===== src/rtl/dte_ebus_slave.sv =====
// dte_ebus_slave
// EBUS-side I/O slave for the DTE console front-end. Decodes KL10 EBUS
// CONO/CONI/DATAO/DATAI cycles addressed to CTL_NUM. It queues DATAO words
// toward the front-end, presents a front-end word for DATAI, and keeps the
// doorbell / PI interrupt state.
//
// Ports
//   clk, CROBAR           clock, synchronous active-high reset
//   ebus_cs/func/demand   KL request (controller, function, demand)
//   ebus_data_in          KL-driven data for CONO/DATAO
//   ebus_xfer             slave transfer acknowledge
//   ebus_data_out/_oe     CONI/DATAI return data (zero when not driving)
//   pi_req, pi_level      interrupt request and assigned PI level
//   fe_rd_*               DATAO FIFO head toward the front-end
//   fe_wr_*               to-10 holding register loaded by the front-end
//   fe_bell_11/_ack       to-11 doorbell and its front-end clear
//   fe_bell_10            front-end rings the to-10 doorbell
module dte_ebus_slave #(
  parameter logic [6:0] CTL_NUM = 7'o10,
  parameter int         DEPTH   = 4
) (
  input  logic        clk,
  input  logic        CROBAR,
  input  logic [6:0]  ebus_cs,
  input  logic [2:0]  ebus_func,
  input  logic        ebus_demand,
  input  logic [35:0] ebus_data_in,
  output logic        ebus_xfer,
  output logic [35:0] ebus_data_out,
  output logic        ebus_data_oe,
  output logic        pi_req,
  output logic [2:0]  pi_level,
  output logic        fe_rd_valid,
  output logic [35:0] fe_rd_data,
  input  logic        fe_rd_ready,
  input  logic        fe_wr_valid,
  input  logic [35:0] fe_wr_data,
  output logic        fe_wr_full,
  output logic        fe_bell_11,
  input  logic        fe_bell_ack,
  input  logic        fe_bell_10
);

  localparam int             AW       = $clog2(DEPTH);
  localparam logic [AW:0]    FULL_CNT = (AW + 1)'(DEPTH);

  localparam logic [1:0] S_IDLE   = 2'd0;
  localparam logic [1:0] S_DECODE = 2'd1;
  localparam logic [1:0] S_STALL  = 2'd2;
  localparam logic [1:0] S_XFER   = 2'd3;

  localparam logic [1:0] F_CONO  = 2'd0;
  localparam logic [1:0] F_CONI  = 2'd1;
  localparam logic [1:0] F_DATAO = 2'd2;
  localparam logic [1:0] F_DATAI = 2'd3;

  logic [1:0]    r_state;
  logic [1:0]    r_func;
  logic [35:0]   r_cmd_data;
  logic          r_xfer;
  logic          r_data_oe;
  logic [35:0]   r_data_out;
  logic [2:0]    r_pia;
  logic          r_bell_10;
  logic          r_bell_11;
  logic          r_pi_req;
  logic [35:0]   r_hold_data;
  logic          r_hold_full;
  logic [35:0]   r_fifo_mem [DEPTH];
  logic [AW-1:0] r_wr_ptr;
  logic [AW-1:0] r_rd_ptr;
  logic [AW:0]   r_count;

  logic [1:0]    w_state_next;
  logic          w_req_ok;
  logic          w_fifo_empty;
  logic          w_fifo_full;
  logic          w_pop;
  logic          w_act;
  logic          w_push;
  logic          w_cono;
  logic          w_datai;
  logic [35:0]   w_coni_word;
  logic [35:0]   w_datai_word;

  assign w_req_ok     = ebus_demand && (ebus_cs == CTL_NUM) && !ebus_func[2];
  assign w_fifo_empty = (r_count == '0);
  assign w_fifo_full  = (r_count == FULL_CNT);
  assign w_pop        = !w_fifo_empty && fe_rd_ready;

  // Next-state logic. A stalled DATAO may complete in the very cycle a pop
  // frees a slot: the push and pop then happen together.
  always_comb begin
    w_state_next = r_state;
    case (r_state)
      S_IDLE:   if (w_req_ok) w_state_next = S_DECODE;
      S_DECODE: begin
        if (r_func == F_DATAO && w_fifo_full) w_state_next = S_STALL;
        else                                  w_state_next = S_XFER;
      end
      S_STALL:  if (!w_fifo_full || w_pop) w_state_next = S_XFER;
      S_XFER:   if (!ebus_demand) w_state_next = S_IDLE;
      default:  w_state_next = S_IDLE;
    endcase
  end

  // The single action cycle: leaving DECODE or STALL for XFER.
  assign w_act   = (r_state == S_DECODE || r_state == S_STALL) && (w_state_next == S_XFER);
  assign w_push  = w_act && (r_func == F_DATAO);
  assign w_cono  = w_act && (r_func == F_CONO);
  assign w_datai = w_act && (r_func == F_DATAI);

  // Bit 5 (overflow error) is reserved and always reads 0.
  assign w_coni_word  = {27'd0, w_fifo_full, w_fifo_empty, r_hold_full, 1'b0,
                         r_bell_10, r_bell_11, r_pia};
  assign w_datai_word = r_hold_full ? r_hold_data : 36'd0;

  // Bus handshake. xfer/oe are registered from the state so they appear one
  // cycle after XFER is entered and drop one cycle after it is left.
  always_ff @(posedge clk) begin
    if (CROBAR) begin
      r_state    <= S_IDLE;
      r_func     <= F_CONO;
      r_cmd_data <= '0;
      r_xfer     <= 1'b0;
      r_data_oe  <= 1'b0;
      r_data_out <= '0;
    end else begin
      r_state   <= w_state_next;
      r_xfer    <= (r_state == S_XFER);
      // CONI and DATAI are the odd function codes.
      r_data_oe <= (r_state == S_XFER) && r_func[0];
      if (r_state == S_IDLE && w_req_ok) begin
        r_func     <= ebus_func[1:0];
        r_cmd_data <= ebus_data_in;
      end
      if (w_act && r_func == F_CONI)  r_data_out <= w_coni_word;
      if (w_datai)                    r_data_out <= w_datai_word;
    end
  end

  // DATAO FIFO storage (no reset needed; validity comes from r_count).
  always_ff @(posedge clk) begin
    if (w_push) r_fifo_mem[r_wr_ptr] <= r_cmd_data;
  end

  always_ff @(posedge clk) begin
    if (CROBAR) begin
      r_wr_ptr <= '0;
      r_rd_ptr <= '0;
      r_count  <= '0;
    end else begin
      if (w_push) r_wr_ptr <= r_wr_ptr + 1'b1;
      if (w_pop)  r_rd_ptr <= r_rd_ptr + 1'b1;
      case ({w_push, w_pop})
        2'b10:   r_count <= r_count + 1'b1;
        2'b01:   r_count <= r_count - 1'b1;
        default: r_count <= r_count;
      endcase
    end
  end

  // Holding register, doorbells, PI. Front-end loads/sets beat the
  // EBUS-side clears when both land on the same edge.
  always_ff @(posedge clk) begin
    if (CROBAR) begin
      r_hold_data <= '0;
      r_hold_full <= 1'b0;
      r_pia       <= '0;
      r_bell_10   <= 1'b0;
      r_bell_11   <= 1'b0;
      r_pi_req    <= 1'b0;
    end else begin
      if (fe_wr_valid) begin
        r_hold_data <= fe_wr_data;
        r_hold_full <= 1'b1;
      end else if (w_datai) begin
        r_hold_full <= 1'b0;
      end

      if (w_cono) r_pia <= r_cmd_data[2:0];

      if (fe_bell_10)                    r_bell_10 <= 1'b1;
      else if (w_cono && r_cmd_data[4])  r_bell_10 <= 1'b0;

      if (w_cono && r_cmd_data[3])       r_bell_11 <= 1'b1;
      else if (fe_bell_ack)              r_bell_11 <= 1'b0;

      r_pi_req <= r_bell_10 && (r_pia != 3'd0);
    end
  end

  assign ebus_xfer     = r_xfer;
  assign ebus_data_oe  = r_data_oe;
  assign ebus_data_out = r_data_oe ? r_data_out : 36'd0;
  assign pi_req        = r_pi_req;
  assign pi_level      = r_pia;
  assign fe_rd_valid   = !w_fifo_empty;
  assign fe_rd_data    = w_fifo_empty ? 36'd0 : r_fifo_mem[r_rd_ptr];
  assign fe_wr_full    = r_hold_full;
  assign fe_bell_11    = r_bell_11;

endmodule


===== config.mk =====
export PLATFORM = sky130hd
export DESIGN_NAME = dte_ebus_slave
export DESIGN_NICKNAME = d
export VERILOG_FILES = /design/src/rtl/dte_ebus_slave.sv
export SDC_FILE = /design/constraint.sdc
export NUM_CORES = 1
export LEC_CHECK = 0
export ABC_AREA = 1
export CAP_MARGIN = 25
export CORE_MARGIN = 2
export CORE_UTILIZATION = 60
export DETAILED_ROUTE_END_ITERATION = 10
export DONT_BUFFER_PORTS = 1
export PLACE_DENSITY = 0.8
export SYNTH_ARGS = -nofsm -noshare
export SYNTH_HDL_FRONTEND = slang
export SYNTH_SLANG_ARGS = --single-unit
export TNS_END_PERCENT = 1

===== constraint.sdc =====
create_clock -name clk -period 3.6 [get_ports clk]
set_input_delay 0.36 -clock clk [delete_from_list [all_inputs] [get_ports clk]]
set_output_delay 0.36 -clock clk [all_outputs]
set_load 0.01 [all_outputs]

==> flow_summary.ini <==
[status]
status = finished clean

[drt]
drt_iter0_markers = 787
vias = 8476
ant_nets = 0
drt-wirelength-per-cell_um = 17.8
finalWirelength_mm = 26.4
post-route-drc-count = 0
viasPerCell = 5.72
drt-pass1-iter-count = 6

[worst_setup_path]
r2r_end = r_count[2]
r2r_cells = 15
worstSetupPathType = reg -> reg
ff2ff_setup_slack_ps = 630
endpoint_kind = flop
arrival_ps = 3360
crit_fanout = 10
startpoint_type = flop
cp.required_ps = 3990
rr_startpoint = r_func[1]

[clock_tree]
htreeDepth = 1
clkLatencyLatePin_ps = 520
numCtsBuffers = 27
postCtsSetupBuffers = 0
cts_num_sinks = 274
clk_pin_slew_worst_paths_ps = 60
cts-resized-gates = 0
root_buffer = clkbuf_16
clock_path_buffers = 3
cts_tree = built

[die]
io_pins = 170
dieArea_um2 = 19300
core-area_um2 = 17900
rows = 49
start_util_pct = 61.1
die_w_um = 139
die_h_um = 139

[global_routing]
grt.overflow.total = 0
grt_max_degree = 73
grt_pass1_vias = 8242
grt_pass1_wl_mm = 42.3
grtUsageTotal_pct = 26.9
antenna_found_initial = 0

[sta]
finalWorstSetupSlack_ps = 630
finalSetupViolations = 0
slew_headroom_pct = 31.9
maxSlewViolCount = 0
finalCriticalPeriod_ps = 2970
fin_worst_skew_ps = 10.5
finalSetupTns_ps = 0
timing.fmax_mhz = 337
hold_ws_ps = 6.07
hold_viol_final = 0
period_share_pct = 82.5
worst_slew_pin_slew_ps = 1020
rsz0062_at_grt = false

[place]
io_buffer_count = 0
dpl_cell_area_um2 = 11200
place_congestion = 0.789
placed_cells = 1367
dp_slack_ps = 724
dp_hpwl_mm = 14.6

[pwr]
finalPower_mw = 6.64
p_per_area_nw_per_um2 = 520
leakagePower_nw = 5.10
ir_drop_mv = 0.465

[logic_synthesis]
synth_area_per_cell_um2 = 9.26
syn_nets = 1281
syn_inst = 1181
syn_area_um2 = 10900
seq_area_frac_synth_pct = 63.4
ys_ff_latch = 274
synth_cell_types = 30
ys_warn_count = 0

[finish]
insertedDiodeCount = 0
regArea_um2 = 6930
drive_gt1_share_pct = 7.42
area_delta_synth_final_pct = 16.6
fillers = 1228
postLayoutCellArea_um2 = 12700
multi_input_comb_area_um2 = 3420
finalNonFillerCells = 1482
fin_nets = 1333
final_util_pct = 71.2

[hold_path]
whs_path_depth = 2
worstHoldPathType = in -> reg
worstHoldStart = ebus_data_in[17]
whs_endpoint = r_cmd_data[17]

[job]
cap_violations = 0
==> cells in the final DEF, fill, tap and decap left out, types with 6 or more instances in the layout <==
| cell | count |
|---|---|
| nor2_1 | 276 |
| o21ai_0 | 152 |
| edfxtp_1 | 144 |
| nand2_1 | 136 |
| dfxtp_1 | 129 |
| a21oi_1 | 82 |
| inv_1 | 74 |
| dlygate4sd3_1 | 65 |
| nor3_1 | 39 |
| buf_4 | 31 |
| nand4_1 | 30 |
| clkbuf_16 | 28 |
| ha_1 | 10 |
| nand3_1 | 7 |
| inv_2 | 6 |
| clkbuf_1 | 6 |
==> worst max path at each step <==
stage                          start          endpoint  slack [ps]
final                      r_func[1]        r_count[2]         630
after global routing       r_func[1]        r_count[2]         370
after CTS                  r_func[1]        r_count[2]         700
after detailed placement   r_func[1]        r_count[2]         720
after global placement     r_func[1]        r_count[2]         920
after floorplan           r_state[0]  r_fifo_mem[0][0]         300
==> sequential cells by signal (all words and copies together), names as in the netlist, named ones only <==
signal,cells
ebus_xfer,1
fe_bell_11,1
r_wr_ptr,2
pi_req,1
r_func,2
r_cmd_data,36
r_rd_ptr,2
r_bell_10,1
r_hold_data,36
fe_wr_full,1
r_state,2
r_count,3
pi_level,3
r_fifo_mem,144
r_data_out,36
ebus_data_oe,1
==> critical path, cell delays in order, from the launching register on <==
cell,delay (ps)
dfxtp_1,530
inv_2,90
nor2_2,170
nand3_1,100
nand2_1,90
nand3_2,90
nand3_2,90
nor2_4,30
nand2_1,370
ha_1,240
inv_1,70
fa_1,390
a21oi_1,180
o21ai_0,140
o21ai_0,180
a21oi_1,70
==> Yosys cell counts <==
master / number / area, um2
buf_4: 3 / 22.5
buf_6: 1 / 11.3
nand4_1: 30 / 188
nor2_1: 281 / 1050
clkbuf_1: 62 / 233
or2_2: 1 / 6.26
nand2_1: 136 / 510
a31oi_1: 1 / 6.26
ha_1: 10 / 125
nand2_4: 1 / 11.3
a21oi_1: 82 / 410
buf_1: 5 / 18.8
nor3_1: 39 / 195
nand3_1: 7 / 35.0
nand3b_1: 1 / 7.51
inv_2: 4 / 15.0
inv_1: 76 / 285
buf_2: 4 / 20.0
nor2_2: 1 / 6.26
edfxtp_1: 144 / 4320
fa_1: 1 / 20.0
clkbuf_2: 1 / 5.00
clkinv_1: 1 / 3.75
nor2_4: 1 / 11.3
o21ai_1: 2 / 10.0
nand2_2: 1 / 6.26
nand3_2: 2 / 20.0
dfxtp_1: 130 / 2600
o21ai_0: 152 / 761
or2_1: 1 / 6.26
==> report_power, final <==
group / switching, mW / leakage [nW] / internal, mW
logic: 0.403 / 2.12 / 0.193
registers: 0.0304 / 2.56 / 3.30
clock network: 1.13 / 0.424 / 1.58
==> cell type report <==
| type | count | share of cell area [%] |
|---|---|---|
| clock buffer | 39 | 6.16 |
| timing repair buffer | 99 | 7.40 |
| multi-input combinational | 750 | 26.9 |
| inverter | 81 | 2.38 |
| tap | 229 | 2.25 |
| clock inverter | 10 | 0.608 |
| sequential | 274 | 54.3 |
==> logic make-up after synthesis <==
family / Yosys count / share of synthesized area, %
AO/OA/AOI/OAI: 237 / 10.9
adder cells (fa/ha/maj): 11 / 1.33
AND/OR/NAND/NOR: 502 / 18.8
buffers and inverters: 157 / 5.62
flip-flops: 274 / 63.4
==> routing by layer <==
metal / up-vias / track usage [%] / part of all wire [%]
li1: 4036 / - / -
met1: 3973 / 34.4 / 40
met2: 400 / 46.4 / 50
met3: 67 / 5.15 / 7.8
met4: 0 / 8.72 / 2.7
met5: - / 0 / 0
==> what timing repair did <==
action                                  in CTS  in global routing
hold endpoints to repair                    98                  3
endpoints found under the setup margin       0                  0
hold buffers                                63                  3
(Power assumes the default switching activity.)
